[src/rtl/mc_seq_pkg.sv]
// Shared types and encodings for the multicycle ARM sequencer.
// States, ALU/cmd codes, mux select encodings and condition codes.
package mc_seq_pkg;

    typedef enum logic [3:0] {
        S_IDLE,
        S_FETCH,
        S_DECODE,
        S_MEMADR,
        S_MEMRD,
        S_MEMWB,
        S_MEMWR,
        S_EXECR,
        S_EXECI,
        S_ALUWB,
        S_BRANCH
    } state_t;

    localparam logic [2:0] ALU_ADD = 3'b000;
    localparam logic [2:0] ALU_SUB = 3'b001;
    localparam logic [2:0] ALU_AND = 3'b010;
    localparam logic [2:0] ALU_ORR = 3'b011;

    localparam logic [3:0] CMD_AND = 4'b0000;
    localparam logic [3:0] CMD_SUB = 4'b0010;
    localparam logic [3:0] CMD_ADD = 4'b0100;
    localparam logic [3:0] CMD_CMP = 4'b1010;
    localparam logic [3:0] CMD_ORR = 4'b1100;

    localparam logic [1:0] RES_ALUOUT = 2'b00;
    localparam logic [1:0] RES_DATA   = 2'b01;
    localparam logic [1:0] RES_ALU    = 2'b10;

    localparam logic [1:0] SRCB_WD   = 2'b00;
    localparam logic [1:0] SRCB_IMM  = 2'b01;
    localparam logic [1:0] SRCB_FOUR = 2'b10;

    localparam logic [1:0] OP_DP  = 2'b00;
    localparam logic [1:0] OP_MEM = 2'b01;
    localparam logic [1:0] OP_BR  = 2'b10;

    localparam logic [3:0] COND_EQ = 4'b0000;
    localparam logic [3:0] COND_NE = 4'b0001;
    localparam logic [3:0] COND_CS = 4'b0010;
    localparam logic [3:0] COND_CC = 4'b0011;
    localparam logic [3:0] COND_MI = 4'b0100;
    localparam logic [3:0] COND_PL = 4'b0101;
    localparam logic [3:0] COND_VS = 4'b0110;
    localparam logic [3:0] COND_VC = 4'b0111;
    localparam logic [3:0] COND_HI = 4'b1000;
    localparam logic [3:0] COND_LS = 4'b1001;
    localparam logic [3:0] COND_GE = 4'b1010;
    localparam logic [3:0] COND_LT = 4'b1011;
    localparam logic [3:0] COND_GT = 4'b1100;
    localparam logic [3:0] COND_LE = 4'b1101;
    localparam logic [3:0] COND_AL = 4'b1110;
    localparam logic [3:0] COND_NV = 4'b1111;

    function automatic logic cmd_known(input logic [3:0] cmd);
        return (cmd == CMD_ADD) || (cmd == CMD_SUB) ||
               (cmd == CMD_AND) || (cmd == CMD_ORR) ||
               (cmd == CMD_CMP);
    endfunction

    function automatic logic [2:0] cmd_alu(input logic [3:0] cmd);
        case (cmd)
            CMD_SUB, CMD_CMP: return ALU_SUB;
            CMD_AND:          return ALU_AND;
            CMD_ORR:          return ALU_ORR;
            default:          return ALU_ADD;
        endcase
    endfunction

endpackage

[src/rtl/mc_sequencer_cond_check.sv]
// Condition-code evaluator against registered NZCV flags.
// Purely combinational; code 1111 never passes.
module cond_check
    import mc_seq_pkg::*;
(
    input  logic [3:0] cond,
    input  logic [3:0] flags,
    output logic       pass
);

    logic n, z, c, v;

    assign {n, z, c, v} = flags;

    always_comb begin
        pass = 1'b0;
        case (cond)
            COND_EQ: pass = z;
            COND_NE: pass = ~z;
            COND_CS: pass = c;
            COND_CC: pass = ~c;
            COND_MI: pass = n;
            COND_PL: pass = ~n;
            COND_VS: pass = v;
            COND_VC: pass = ~v;
            COND_HI: pass = c & ~z;
            COND_LS: pass = ~c | z;
            COND_GE: pass = (n == v);
            COND_LT: pass = (n != v);
            COND_GT: pass = ~z & (n == v);
            COND_LE: pass = z | (n != v);
            COND_AL: pass = 1'b1;
            default: pass = 1'b0;
        endcase
    end

endmodule

[src/rtl/mc_sequencer.sv]
// Multicycle ARM control sequencer with NZCV flags and condition check.
// Define MC_SEQ_PERF_EN to build the retired-instruction and busy-cycle counters.
module mc_sequencer
    import mc_seq_pkg::*;
#(
    parameter int FLAG_W = 4
) (
    input  logic              clk,
    input  logic              reset,
    input  logic              start,
    input  logic [3:0]        Cond,
    input  logic [1:0]        Op,
    input  logic [5:0]        Funct,
    input  logic [FLAG_W-1:0] ALUFlags,
    output logic              PCWrite,
    output logic              IRWrite,
    output logic              AdrSrc,
    output logic              MemWrite,
    output logic              RegWrite,
    output logic [1:0]        ResultSrc,
    output logic              ALUSrcA,
    output logic [1:0]        ALUSrcB,
    output logic [1:0]        ImmSrc,
    output logic [1:0]        RegSrc,
    output logic [2:0]        ALUControl,
    output logic              busy,
    output logic [31:0]       instr_count,
    output logic [31:0]       cycle_count
);

    state_t            state_q, state_d;
    state_t            next_instr;
    logic [FLAG_W-1:0] flags_q, flags_d;
    logic              cond_q, cond_d;
    logic              cond_pass;
    logic              retire;
    logic [3:0]        cmd;
    logic              is_cmp;
    logic              known;
    logic              writes;
    logic              arith;

    cond_check u_cond_check (
        .cond  (Cond),
        .flags (flags_q[3:0]),
        .pass  (cond_pass)
    );

    assign cmd    = Funct[4:1];
    assign is_cmp = (cmd == CMD_CMP);
    assign known  = cmd_known(cmd);
    assign writes = known & ~is_cmp;
    assign arith  = (cmd == CMD_ADD) | (cmd == CMD_SUB) | is_cmp;

    always_comb begin
        next_instr = start ? S_FETCH : S_IDLE;
        state_d    = state_q;
        flags_d    = flags_q;
        cond_d     = cond_q;
        retire     = 1'b0;
        case (state_q)
            S_IDLE: begin
                if (start) state_d = S_FETCH;
            end
            S_FETCH: state_d = S_DECODE;
            S_DECODE: begin
                cond_d = cond_pass;
                if (!cond_pass) begin
                    retire  = 1'b1;
                    state_d = next_instr;
                end else begin
                    case (Op)
                        OP_MEM: state_d = S_MEMADR;
                        OP_BR:  state_d = S_BRANCH;
                        OP_DP:  state_d = Funct[5] ? S_EXECI : S_EXECR;
                        default: begin
                            retire  = 1'b1;
                            state_d = next_instr;
                        end
                    endcase
                end
            end
            S_MEMADR: state_d = Funct[0] ? S_MEMRD : S_MEMWR;
            S_MEMRD:  state_d = S_MEMWB;
            S_EXECR, S_EXECI: begin
                if (writes) begin
                    state_d = S_ALUWB;
                end else begin
                    retire  = 1'b1;
                    state_d = next_instr;
                end
                // CV only follows the ALU for arithmetic ops
                if (known && Funct[0]) begin
                    flags_d[3:2] = ALUFlags[3:2];
                    if (arith) flags_d[1:0] = ALUFlags[1:0];
                end
            end
            S_MEMWB, S_MEMWR, S_ALUWB, S_BRANCH: begin
                retire  = 1'b1;
                state_d = next_instr;
            end
            default: state_d = S_IDLE;
        endcase
    end

    always_ff @(posedge clk or posedge reset) begin
        if (reset) begin
            state_q <= S_IDLE;
            flags_q <= '0;
            cond_q  <= 1'b0;
        end else begin
            state_q <= state_d;
            flags_q <= flags_d;
            cond_q  <= cond_d;
        end
    end

    assign busy = (state_q != S_IDLE);

    always_comb begin
        PCWrite    = 1'b0;
        IRWrite    = 1'b0;
        AdrSrc     = 1'b0;
        MemWrite   = 1'b0;
        RegWrite   = 1'b0;
        ResultSrc  = RES_ALUOUT;
        ALUSrcA    = 1'b0;
        ALUSrcB    = SRCB_WD;
        ALUControl = ALU_ADD;
        ImmSrc     = busy ? Op : 2'b00;
        RegSrc     = 2'b00;
        if (busy) begin
            RegSrc[0] = (Op == OP_BR);
            RegSrc[1] = (Op == OP_MEM) & ~Funct[0];
        end
        case (state_q)
            S_FETCH: begin
                IRWrite   = 1'b1;
                ALUSrcA   = 1'b1;
                ALUSrcB   = SRCB_FOUR;
                ResultSrc = RES_ALU;
                PCWrite   = 1'b1;
            end
            S_DECODE: begin
                ALUSrcA = 1'b1;
                ALUSrcB = SRCB_FOUR;
            end
            S_MEMADR: ALUSrcB = SRCB_IMM;
            S_MEMRD:  AdrSrc  = 1'b1;
            S_MEMWB: begin
                ResultSrc = RES_DATA;
                RegWrite  = cond_q;
            end
            S_MEMWR: begin
                AdrSrc   = 1'b1;
                MemWrite = cond_q;
            end
            S_EXECR: ALUControl = cmd_alu(cmd);
            S_EXECI: begin
                ALUSrcB    = SRCB_IMM;
                ALUControl = cmd_alu(cmd);
            end
            S_ALUWB: begin
                ResultSrc = RES_ALUOUT;
                RegWrite  = cond_q & ~is_cmp;
            end
            S_BRANCH: begin
                ALUSrcB   = SRCB_IMM;
                ResultSrc = RES_ALU;
                PCWrite   = cond_q;
            end
            default: ;
        endcase
    end

`ifdef MC_SEQ_PERF_EN
    logic [31:0] instr_cnt_q, instr_cnt_d;
    logic [31:0] cyc_cnt_q, cyc_cnt_d;

    always_comb begin
        instr_cnt_d = instr_cnt_q + {31'd0, retire};
        cyc_cnt_d   = cyc_cnt_q + {31'd0, busy};
    end

    always_ff @(posedge clk or posedge reset) begin
        if (reset) begin
            instr_cnt_q <= '0;
            cyc_cnt_q   <= '0;
        end else begin
            instr_cnt_q <= instr_cnt_d;
            cyc_cnt_q   <= cyc_cnt_d;
        end
    end

    assign instr_count = instr_cnt_q;
    assign cycle_count = cyc_cnt_q;
`else
    assign instr_count = 32'd0;
    assign cycle_count = 32'd0;
`endif

endmodule
[config.mk]
export PLATFORM = sky130hd
export DESIGN_NAME = mc_sequencer
export DESIGN_NICKNAME = d
export VERILOG_FILES = /design/src/rtl/mc_seq_pkg.sv /design/src/rtl/mc_sequencer_cond_check.sv /design/src/rtl/mc_sequencer.sv
export SDC_FILE = /design/constraint.sdc
export NUM_CORES = 1
export LEC_CHECK = 0
export BUFFER_PORTS_ARGS = -buffer_cell sky130_fd_sc_hd__buf_2
export CAP_MARGIN = 5
export CORE_MARGIN = 2
export CORE_UTILIZATION = 38
export DETAILED_ROUTE_END_ITERATION = 10
export PLACE_DENSITY = 0.74
export SLEW_MARGIN = 20
export SYNTH_ARGS = -nofsm -noshare
export SYNTH_HDL_FRONTEND = slang
export SYNTH_SLANG_ARGS = --single-unit
[constraint.sdc]
create_clock -name clk -period 3.11 [get_ports clk]
set_clock_uncertainty 0.15 [all_clocks]
set_input_delay 0.4665 -clock clk [delete_from_list [all_inputs] [get_ports clk]]
set_output_delay 0.4665 -clock clk [all_outputs]
set_load 0.05 [all_outputs]
==> summary.txt <==
Place
  • PortBufs: 35
  • Routability Congestion: 0.768
  • Post-Place Setup Slack: 0.643 ns
  • Placed Cells: 277
  • DP HPWL: 2.34 mm

Logic synthesis
  • Top-area cell type share of the netlist area: 33.1%
  • Mapped cell area: 1500 sq um
  • Count of cell types in the netlist: 44
  • Synthesized flop and latch total: 9
  • Synth area leaders: buf_4, dfrtp_1, a21oi_1, nor2_1, nor2b_1
  • Sequential share of the synthesized area: 15.0%
  • Largest area contributor in the netlist: buf_4
  • Top_reg_cell synth: dfrtp_1
  • Cells after synthesis: 205
  • YS warnings: 0
  • Syn avg cell area: 7.31 sq um
  • Number of flops mapped to enable cells by yosys: 0
  • Ys async rst share: 100%

GRT
  • First-pass GRT wire length: 4.68 mm
  • Gr ovfl total: 0
  • Initial antenna violation count: 0
  • Vias in the first global route: 1,029
  • GRT Overall Usage: 13.3%
  • Pin count of the biggest net entering global routing: 18

STA
  • Final setup viols: 0
  • Sum Neg Setup Slack: 0 ns
  • Worst setup margin: 0.404 ns
  • Period utilization: 87.0%
  • Slew Viols, Final: 0
  • Hold Vio Cnt, Final: 0
  • Fmax: 369 MHz
  • RSZ-0062 raised after global routing: no
  • Final min period: 2.71 ns

Worst setup path
  • Crit-path cells: or4b_1, a21oi_2, nor4b_2, buf_2
  • Crit Path Max Fanout: 16
  • Crit. End Element: output pin
  • CP Buf/Inv Count: 1
  • Max incr delay on CP: 0.59 ns
  • Slowest CP cell: or4b_1
  • CP startpoint kind: flip-flop
  • CP Class: reg -> out
  • CP top delay family: simple AND/OR/NAND/NOR gates
  • Req. time, crit path: 2.49 ns
  • CP Data Arrival Time: 2.09 ns

Floorplan
  • Core area: 3720 sq um
  • Num rows: 22
  • Die Area: 4460 sq um
  • Die Width: 66.8 microns
  • Ports: 101
  • Initial Utilization: 40.3%
  • Die H: 66.8 microns

Final layout
  • # fillers: 422
  • Most frequent cells in the layout: conb_1, buf_2, a21oi_1
  • Layout cells sized above 1: 21.5%
  • Antenna cell count: 0
  • Final Util: 40.3%
  • Seq. cell area: 225 sq um
  • Final non-filler cell total: 281
  • Area of the multi-input gates: 965 sq um
  • # nets final: 253
  • Layout area overhead: -0.0833%
  • Most common cell after layout, fill and taps aside: conb_1

Clock tree
  • CTS tree: done
  • Clock Latency Late Sink: 0.23 ns
  • Post-CTS Setup Bufs: 0
  • Clock sink count: 9
  • Htree depth: 1
  • Hold buffers post-CTS: 0
  • CTS Buffer Depth: 2
  • Total CTS buffers: 3
  • Post-CTS resize count: 0
  • Clk slew on worst S/H paths: 0.05 ns
  • Root buffer cell: clkbuf_8

Power and ir drop
  • Internal: 0.000416 W
  • Switching part of the total: 64.3%
  • Combinational power share: 69.2%
  • Leak pwr: 0.762 nW
  • VDD IR-drop max: 0.419 mV
  • Pwr dens: 778 nW/um^2
  • Switching pwr: 0.000749 W
  • Flop pwr share: 19.0%
  • Clk network pwr share: 11.8%

Detailed routing
  • DR WL/cell: 10.6 microns
  • DRT iter0 DRCs: 74
  • Drt total wl: 2.98 mm
  • DR pass1 iterations: 4
  • Antenna Violating Nets Remaining: 0
  • DRC violations left: 0
  • Vias: 1,286
  • DR vias/cell: 4.58

Job
  • Max-cap violations: 0

Worst hold path
  • Worst hold path class: in -> async

Status
  • Outcome: completed
## stage by stage
| stage | area (sq um) | total power [W] | hold WS [ns] |
|---|---|---|---|
| detailed placement | 1450 | 0.00103 | 0.316 |
| global route | 1500 | 0.00125 | 0.0849 |
| CTS | 1500 | 0.00117 | 0.0658 |
| finish | 1500 | 0.00116 | 0.0596 |
| floorplan | 1760 | 0.000980 | 0.144 |
| global placement | 1450 | 0.00102 | 0.297 |
## routing by layer
metal | global-route usage, % | vias up | routed length [microns]
met3 | 1.52 | 2 | 271
li1 | - | 636 | -
met1 | 18.3 | 577 | 1300
met5 | 0 | - | 0
met4 | 5.36 | 0 | 35
met2 | 21.1 | 71 | 1370
## final timing paths
check	from	cells after the start	end	slack, ns
setup / recovery	state_q[1]$_DFFE_PP0P_	4	ALUControl[1]	0.40
hold / removal	reset	2	flags_q[2]$_DFFE_PP0P_	0.06
setup reg to reg	state_q[1]$_DFFE_PP0P_	6	flags_q[3]$_DFFE_PP0P_	0.76
hold reg to reg	cond_q$_DFFE_PP0P_	2	cond_q$_DFFE_PP0P_	0.40
max in group asynchronous	reset	2	state_q[1]$_DFFE_PP0P_	2.47
min in group clk	Op[0]	2	state_q[3]$_DFFE_PP0P_	0.36
## cell families (layout without fill, tap and decap cells)
kind of cell	after synthesis	after routing	share of synthesized area [%]
other	1	65	0.250
and+or+nand+nor	65	65	25.5
buffers and inverters	82	46	37.7
muxes	1	1	0.751
DFF	9	9	15.0
xor gates and xnor gates	2	2	1.17
AOI/OAI and AO/OA	45	45	19.5
## flip-flops by register name (all words and copies together) (netlist names)
| name | cells |
|---|---|
| flags_q | 4 |
| state_q | 4 |
| cond_q | 1 |
## synth_stat cells, types with 2 or more instances
master / count
a21oi_1: 16
and2_1: 3
buf_2: 2
buf_4: 66
clkbuf_1: 6
dfrtp_1: 9
inv_1: 7
nand2_1: 10
nand2b_1: 5
nand3_1: 4
nand3b_1: 4
nand4b_1: 2
nand4bb_1: 2
nor2_1: 12
nor2b_1: 7
nor3_1: 3
nor3b_1: 3
nor4b_1: 2
o21ai_0: 7
o22ai_1: 5
o31a_1: 2
o31ai_1: 5
o32ai_1: 2
## layout make-up
cell class | count | area share (%)
multi-input combinational | 178 | 64.4
tap | 48 | 4.01
timing repair buffer | 35 | 11.7
inverter | 7 | 1.75
clock inverter | 1 | 0.334
sequential | 9 | 15.0
clock buffer | 3 | 2.76
## power by group through the flow
stage / registers (W) / clock network (W) / logic, W
2_1_floorplan: 0.000175 / 0 / 0.000805
3_3_place_gp: 0.000219 / 0 / 0.000800
3_5_place_dp: 0.000221 / 0 / 0.000806
4_1_cts: 0.000219 / 0.000139 / 0.000807
5_1_grt: 0.000229 / 0.000148 / 0.000868
6_report: 0.000221 / 0.000138 / 0.000806
(Power assumes the default switching activity.)
